===== src/rtl/mux_sync_rx.sv =====
// Captures a foreign-domain bus into a valid/ready holding register. Each synchronised enable event loads it once.
// A load lands SYNC_STAGES+1 edges after en_async changes. While the buffer is full, a new word is either dropped or overwrites the held one.
module mux_sync_rx #(
   parameter int DW          = 8,
   parameter int SYNC_STAGES = 2,
   parameter int MODE        = 0,
   parameter int OVERWRITE   = 0,
   parameter int CNT_W       = 16
) (
   input  logic             clk,
   input  logic             rst,
   input  logic             en_async,
   input  logic [DW-1:0]    data_async,
   input  logic             out_ready,
   input  logic             ovf_clr,
   output logic             out_valid,
   output logic [DW-1:0]    data_out,
   output logic             overflow,
   output logic [CNT_W-1:0] cap_cnt
);
   typedef enum logic {EMPTY = 1'b0, FULL = 1'b1} state_t;

   state_t                 state_q, state_d;
   logic [SYNC_STAGES-1:0] sync_q;
   logic                   en_d_q;
   logic                   en_s;
   logic                   evt;
   logic                   load;
   logic                   ovf_set;
   logic [DW-1:0]          data_q, data_d;
   logic                   ovf_q, ovf_d;
   logic [CNT_W-1:0]       cnt_q, cnt_d;

   assign en_s = sync_q[SYNC_STAGES-1];
   // Level mode fires on the rising edge only; toggle mode fires on either edge.
   assign evt  = (MODE == 1) ? (en_s ^ en_d_q) : (en_s & ~en_d_q);

   always_ff @(posedge clk) begin
      if (rst) begin
         sync_q <= '0;
         en_d_q <= 1'b0;
      end else begin
         sync_q <= {sync_q[SYNC_STAGES-2:0], en_async};
         en_d_q <= en_s;
      end
   end

   always_ff @(posedge clk) begin
      if (rst) state_q <= EMPTY;
      else     state_q <= state_d;
   end

   always_comb begin
      state_d = state_q;
      case (state_q)
         EMPTY: if (evt) state_d = FULL;
         FULL:  if (out_ready && !evt) state_d = EMPTY;
      endcase
   end

   // An event with the consumer accepting the word on the same edge is a clean handover, not an overflow.
   always_comb begin
      out_valid = (state_q == FULL);
      load      = evt && ((state_q == EMPTY) || out_ready || (OVERWRITE != 0));
      ovf_set   = evt && (state_q == FULL) && !out_ready;
   end

   always_comb begin
      data_d = data_q;
      cnt_d  = cnt_q;
      ovf_d  = ovf_q;
      if (load) begin
         data_d = data_async;
         cnt_d  = cnt_q + CNT_W'(1);
      end
      if (ovf_set)      ovf_d = 1'b1;
      else if (ovf_clr) ovf_d = 1'b0;
   end

   always_ff @(posedge clk) begin
      if (rst) begin
         data_q <= '0;
         cnt_q  <= '0;
         ovf_q  <= 1'b0;
      end else begin
         data_q <= data_d;
         cnt_q  <= cnt_d;
         ovf_q  <= ovf_d;
      end
   end

   assign data_out = data_q;
   assign overflow = ovf_q;
   assign cap_cnt  = cnt_q;
endmodule


===== config.mk =====
export PLATFORM = sky130hd
export DESIGN_NAME = mux_sync_rx
export DESIGN_NICKNAME = d
export VERILOG_FILES = /design/src/rtl/mux_sync_rx.sv
export SDC_FILE = /design/constraint.sdc
export NUM_CORES = 1
export LEC_CHECK = 0
export ABC_AREA = 1
export CAP_MARGIN = 10
export CORE_ASPECT_RATIO = 0.8
export CORE_MARGIN = 10
export CORE_UTILIZATION = 40
export CTS_CLUSTER_SIZE = 16
export DETAILED_ROUTE_END_ITERATION = 7
export PLACE_DENSITY = 0.76
export REMOVE_ABC_BUFFERS = 1
export SYNTH_ARGS = -nofsm -noshare
export SYNTH_HDL_FRONTEND = slang
export SYNTH_SLANG_ARGS = --single-unit
export TNS_END_PERCENT = 10

===== constraint.sdc =====
create_clock -name clk -period 1.57 [get_ports clk]
set_input_delay 0.314 -clock clk [delete_from_list [all_inputs] [get_ports clk]]
set_output_delay 0.314 -clock clk [all_outputs]
set_load 0.03 [all_outputs]

==> flow_metrics.py <==
metrics = {
    "outcome": {
        "status": "complete, no violations",
    },
    "global_routing": {
        "grt_pass1_wl_mm": 4.961,
        "grt_overflow": 0,
        "grt_pass1_vias": 1116,
        "grt_max_degree": 23,
        "grtUsageTotal": 0.1023,
        "antenna_found_initial": 0,
    },
    "drt": {
        "drt-wirelength-per-cell_um": 11.41,
        "route.detailed.drc": 0,
        "vias_per_cell": 4.673,
        "drtAntennaViolNets": 0,
        "vias": 1243,
        "first_pass_iters": 6,
        "routed_wl_mm": 3.034,
        "first_iter_violations": 54,
    },
    "clock_network": {
        "cts_tree": "yes",
        "cts_setup_buffers": 0,
        "clk_root_buffer_cell": "clkbuf_8",
        "cts_sinks": 29,
        "h-tree-depth": 2,
        "cts_hold_buf": 0,
        "insertion_delay_ns": 0.28,
        "numCtsBuffers": 5,
        "clockBufferDepth": 2,
        "cts.clk_slew.worst_paths_ns": 0.06,
    },
    "synth": {
        "synth_area_leaders": "dfxtp_1 45%, nor2_1 11%, inv_1 7.3%, o21ai_0 6.6%, nand2_1 6.4%",
        "ys_seq_elements": 29,
        "synthFlopType": "dfxtp_1",
        "avgSynthCellArea_um2": 7.267,
        "yosysUniqueCellTypes": 24,
        "yosys.area.top_type": "dfxtp_1",
        "synth_edf_count": 0,
        "ys_top_cells_by_count": "36 x nor2_1, 29 x dfxtp_1, 25 x inv_1, 22 x nand2_1, 17 x o21ai_0",
        "syn_inst": 177,
        "postSynth.asyncResetShare": 0,
        "yosysTopAreaCellShare": 0.4514,
        "ys_seq_area_frac": 0.4514,
        "yosysMostFrequentCell": "nor2_1",
        "synthesis.area_um2": 1286,
        "yosysWarnings": 0,
    },
    "worst_hold_path": {
        "hold_class": "flop to flop",
        "hold_end": "sync_q[1]",
        "hold_depth": 2,
        "holdCritStartpoint": "sync_q[0]",
    },
    "place": {
        "dpl_cell_area_um2": 1752,
        "post-place-ws_ns": -0.06637,
        "place.gp.congestion": 0.8323,
        "dp.final_hpwl_mm": 2.337,
        "dp.cells": 259,
        "portBuffers": 38,
    },
    "timing": {
        "setup_violations": 0,
        "setup_slack_ns": 0.1559,
        "fin_crit_ns": 1.414,
        "drv_slew": 0,
        "rsz0062_at_grt": "false",
        "min_period_over_period": 0.9007,
        "worst_pin_slew_ns": 0.5894,
        "timing_hold_violations_final": 0,
        "fmax_ghz": 0.7072,
        "relSlewSlack": 0.6067,
        "fin_skew_ns": 0.004477,
    },
    "die": {
        "top_level_ports": 39,
        "coreArea_um2": 3085,
        "die_x_um": 83.40,
        "initial_utilization": 0.4169,
        "die-area_um2": 5898,
        "num_rows": 18,
        "die_y_um": 70.72,
    },
    "power_and_ir_drop": {
        "irDropWorstVdd_mv": 0.5855,
        "total_power_uw": 1512,
        "p_per_area_nw_per_um2": 836.5,
        "p_leak_uw": 0.0008158,
    },
    "critical_path": {
        "worst_setup_path_start_kind": "flop",
        "cp.required_ns": 1.26,
        "rr_worst_depth": 6,
        "critical-path-max-stage-delay_ns": 0.43,
        "cp-end-kind": "output pin",
        "worstPathMaxFanout": 4,
        "critPathBufInv": 1,
        "cp_cell_sequence": "dlygate4sd2_1",
        "critPathArrivalTime_ns": 1.10,
        "path_delay_family": "buffers and inverters",
        "worst-r2r-setup-slack_ns": 0.18,
        "path_class": "flop to output pin",
        "r2r-end": "cap_cnt[8]",
        "crit_slowest_cell": "dlygate4sd2_1",
        "r2r_start": "cap_cnt[1]",
        "cp-startpoint": "cap_cnt[3]",
    },
    "cells_and_area": {
        "multi_input_comb_area_um2": 578.1,
        "regArea_um2": 580.6,
        "drive_above_1_share": 0.1372,
        "nets": 240,
        "n_antenna_cell": 0,
        "stdcell_count": 266,
        "fill_cells": 306,
        "post-route-util": 0.5860,
        "design_area_um2": 1808,
        "syn_to_final_growth_pct": 40.56,
    },
    "run": {
        "drv_cap": 0,
    },
}
[how the worst max path moves through the flow]
stage | to | slack (ns) | cells past startpoint
after floorplan | cap_cnt[14] | 0.06 | 6
after global placement | cap_cnt[6] | -0.02 | 8
after detailed placement | cap_cnt[8] | -0.07 | 8
after CTS | cap_cnt[14] | 0.12 | 6
after global routing | cap_cnt[8] | 0.009 | 6
final | cap_cnt[3] | 0.16 | 1
[sequential cells by signal, summed over array words and instances, names as in the netlist]
register   flops
cap_cnt       16
en_d_q         1
overflow       1
sync_q         2
out_valid      1
data_out       8
[layer usage]
metal,global-route usage,vias up,routed length [µm],part of all wire
met3,0.04462,7,208,0.069
met2,0.1584,32,1362,0.45
met5,0,-,0,0
met4,0.05660,0,63,0.021
li1,-,654,-,-
met1,0.1163,550,1400,0.46
[cells by family (layout without fill, tap and decap cells)]
group                      count (synthesis)  after routing  synth area share
and+or+nand+nor                           86             86            0.3230
buffers and inverters                     32             81            0.1012
AOI/OAI and AO/OA                         29             29            0.1148
DFF                                       29             29            0.4514
adders and majority gates                  1              1          0.009726
[layout by cell type, fill, tap and decap left out]
cell             Yosys  final
nand4_2              2      2
nand2_1             22     22
nand3_1             12     12
nor2_2               4      5
nand3_2              1      1
nor3_2               1      1
clkdlybuf4s50_1      0     12
o21ai_1              1      1
clkbuf_8             0      6
buf_4                0      8
dlygate4sd2_1        0     26
nor2_4               3      3
a21oi_1             10     10
nand2_2              1      1
o21ai_0             17     17
ha_1                 1      1
inv_1               25     25
nand4_1              1      1
dfxtp_1             29     29
o21bai_1             1      1
nor3_1               2      2
inv_2                3      3
clkbuf_1             0      1
nand2_4              1      1
nor2_1              36     35
[power by group]
group	leakage [µW]	switching, µW	total [µW]	internal (µW)
Clock	0.0000443	262	609	347
Combinational	0.000536	79.0	140	60.9
Sequential	0.000235	9.44	763	754
Total	0.000816	351	1510	1160
[cell type report]
type	instances	area share
clock buffers	7	0.04775
inverters	28	0.05813
multi-input cells	116	0.3197
flip-flops and latches	29	0.3211
well taps	40	0.02768
repair buffers	46	0.2256
[repair_timing]
action / 4_1_cts / 5_1_grt
setup endpoints to repair: 26 / 1
pin swaps: 0 / 1
hold endpoints to repair: 0 / 0
resized for setup: 26 / 1
cloned: 0 / 0
[stage by stage]
stage | hold slack (ns) | TNS (ns)
floorplan | 0.3831 | 0
global placement | 0.3933 | -0.03877
detailed placement | 0.3951 | -0.1519
CTS | 0.4034 | 0
global route | 0.4234 | 0
finish | 0.4027 | 0
(Power assumes the default switching activity.)
==> RTL change, RTL diff (same settings) <==
`SYNC_STAGES`: 2 -> 4.
--- a/src/rtl/mux_sync_rx.sv
+++ b/src/rtl/mux_sync_rx.sv
@@ -2,7 +2,7 @@
 // A load lands SYNC_STAGES+1 edges after en_async changes. While the buffer is full, a new word is either dropped or overwrites the held one.
 module mux_sync_rx #(
    parameter int DW          = 8,
-   parameter int SYNC_STAGES = 2,
+   parameter int SYNC_STAGES = 4,
    parameter int MODE        = 0,
    parameter int OVERWRITE   = 0,
    parameter int CNT_W       = 16
Formal check against the unedited RTL: not equivalent (a bounded check fails within 4 cycles, from zero or initial values and one cycle with rst high).
==> RTL change against the unedited design <==
- die area up 5.8%
- total power up 0.81%
- synthesized area is 7.9% higher
- count of clock-buffer cells in the layout shrank 1
- global-route usage up 1.2 points
- final area up 6.8%
- routed wire length grew 7.3%
- utilization decreased by 1.4 points
- sequential cell count grew 2
- setup slack improved by 3.4 ps
==> RTL change: results (changes against the unedited design) <==
Parameter                              Value

Placement
  Dpl ws ... -57.3 ps (+9.11 ps)
  DP Area ... 1880 sq um (+7.1%)
  Weighted congestion at the end of routability-driven global placement ... 0.815 (-2.1%)

Detailed routing
  Initial DRC Count ... 64 (+19%)
  Number of detailed-routing iterations run before antenna repair ... 4 (-2)
  Wire length per cell ... 11.2 microns (-2.2%)
  Average vias per placed instance ... 4.47 (-4.3%)

Power
  Worst vdd rail ir drop ... 692 uV (+18%)
  Combinational cell fraction of total power ... 6.2% (-3.1 points)
  Internal portion of total power ... 1.19 mW (+2.2%)
  Overall power of the completed layout ... 1.52 mW (+0.81%)
  P_leak ... 0.878 nW (+7.6%)
  Power dissipated in the clock network ... 0.628 mW (+3%)

Timing
  Final clock skew ... 3.73 ps (-0.747 ps)
  Slew Limit Headroom ... 61.5% (+0.84 points)

Cells and area
  Non-clock buffering overhead in the final layout ... 22.3% (-0.27 points)
  Non-clock buffers ... 49 (+6.5%)
  Number of non-filler instances in the completed layout ... 292 (+9.8%)
  Count of clock buffers in the final design ... 6 (-1)
  Total Nets Final ... 264 (+10%)
  Layout area overhead ... 39.1%
  Multi-input gates ... 130 (+12%)
  Proportion of cell area occupied by multi-input gates ... 31.9% (-0.086 points)
  Count of filler cells inserted in the layout ... 339 (+11%)
  Area occupied by registers ... 621 sq um (+6.9%)
  Inverter count ... 33 (+18%)
  Portion of the layout cell area used by clock cells ... 4.54% (-0.24 points)

Floorplanning
  Die width ... 85.9 microns (+2.9%)

Critical path
  Delay of the slowest cell on the worst path ... 420 ps
  Maximum fanout encountered on the critical timing path ... 4 (unchanged)
  Crit-path slowest cell ... dlygate4sd2_1
  Family with the most delay on the worst path ... buffers and inverters

Synthesis
  Sequential fraction of the synthesis area ... 44.7% (-0.41 points)
  Average size of a mapped cell ... 6.97 sq um (-4.0%)
  Unique cell type count in the Yosys netlist ... 23 (-4.2%)
  Synth top cells by count ... nor2_1, nand2_1, dfxtp_1
  Most area-consuming cells after synthesis ... dfxtp_1, nor2_1, nand2_1, inv_1, nand3_1

Global routing
  First-pass GRT wire length ... 5670 microns (+14%)
  Via count of the first global-routing pass ... 1282 (+15%)
  Antenna violations before repair ... 0 (unchanged)
  Largest net degree at the start of global routing ... 22 (-4.3%)
  Total routing resource utilization after global routing ... 11.4% (+1.2 points)

Outcome
  Run status ... finished, final reports clean

CTS
  TritonCTS Sinks ... 31 (+6.9%)
  Clock-pin slew on the worst setup and hold paths ... 60 ps (about the same)
  Root buf cell ... clkbuf_8
RTL change: routing by layer:
layer  vias up  global-route usage, %  part of all wire, %
met5         -                      0                    0
li1        718                      -                    -
met2        29                   17.1                   44
met1       557                   12.4                   46
met4         0                   5.47                 0.77
met3         2                   7.25                  9.3
RTL change: worst paths after layout:
path / slack, ps / start / cells after the start / end
worst max-delay path: 160 / cap_cnt[7] / 1 / cap_cnt[7]
worst min-delay path: 410 / sync_q[2] / 2 / sync_q[3]
worst max register to register: 290 / cap_cnt[0] / 7 / cap_cnt[12]
worst min register to register: 410 / sync_q[2] / 2 / sync_q[3]
RTL change: kinds of logic after synthesis:
family | synth area share [%]
AND/OR/NAND/NOR | 34.2
buffers and inverters | 10.9
flip-flops | 44.7
adder cells (fa/ha/maj) | 0.902
XOR/XNOR | 0.631
AO/OA/AOI/OAI | 8.66
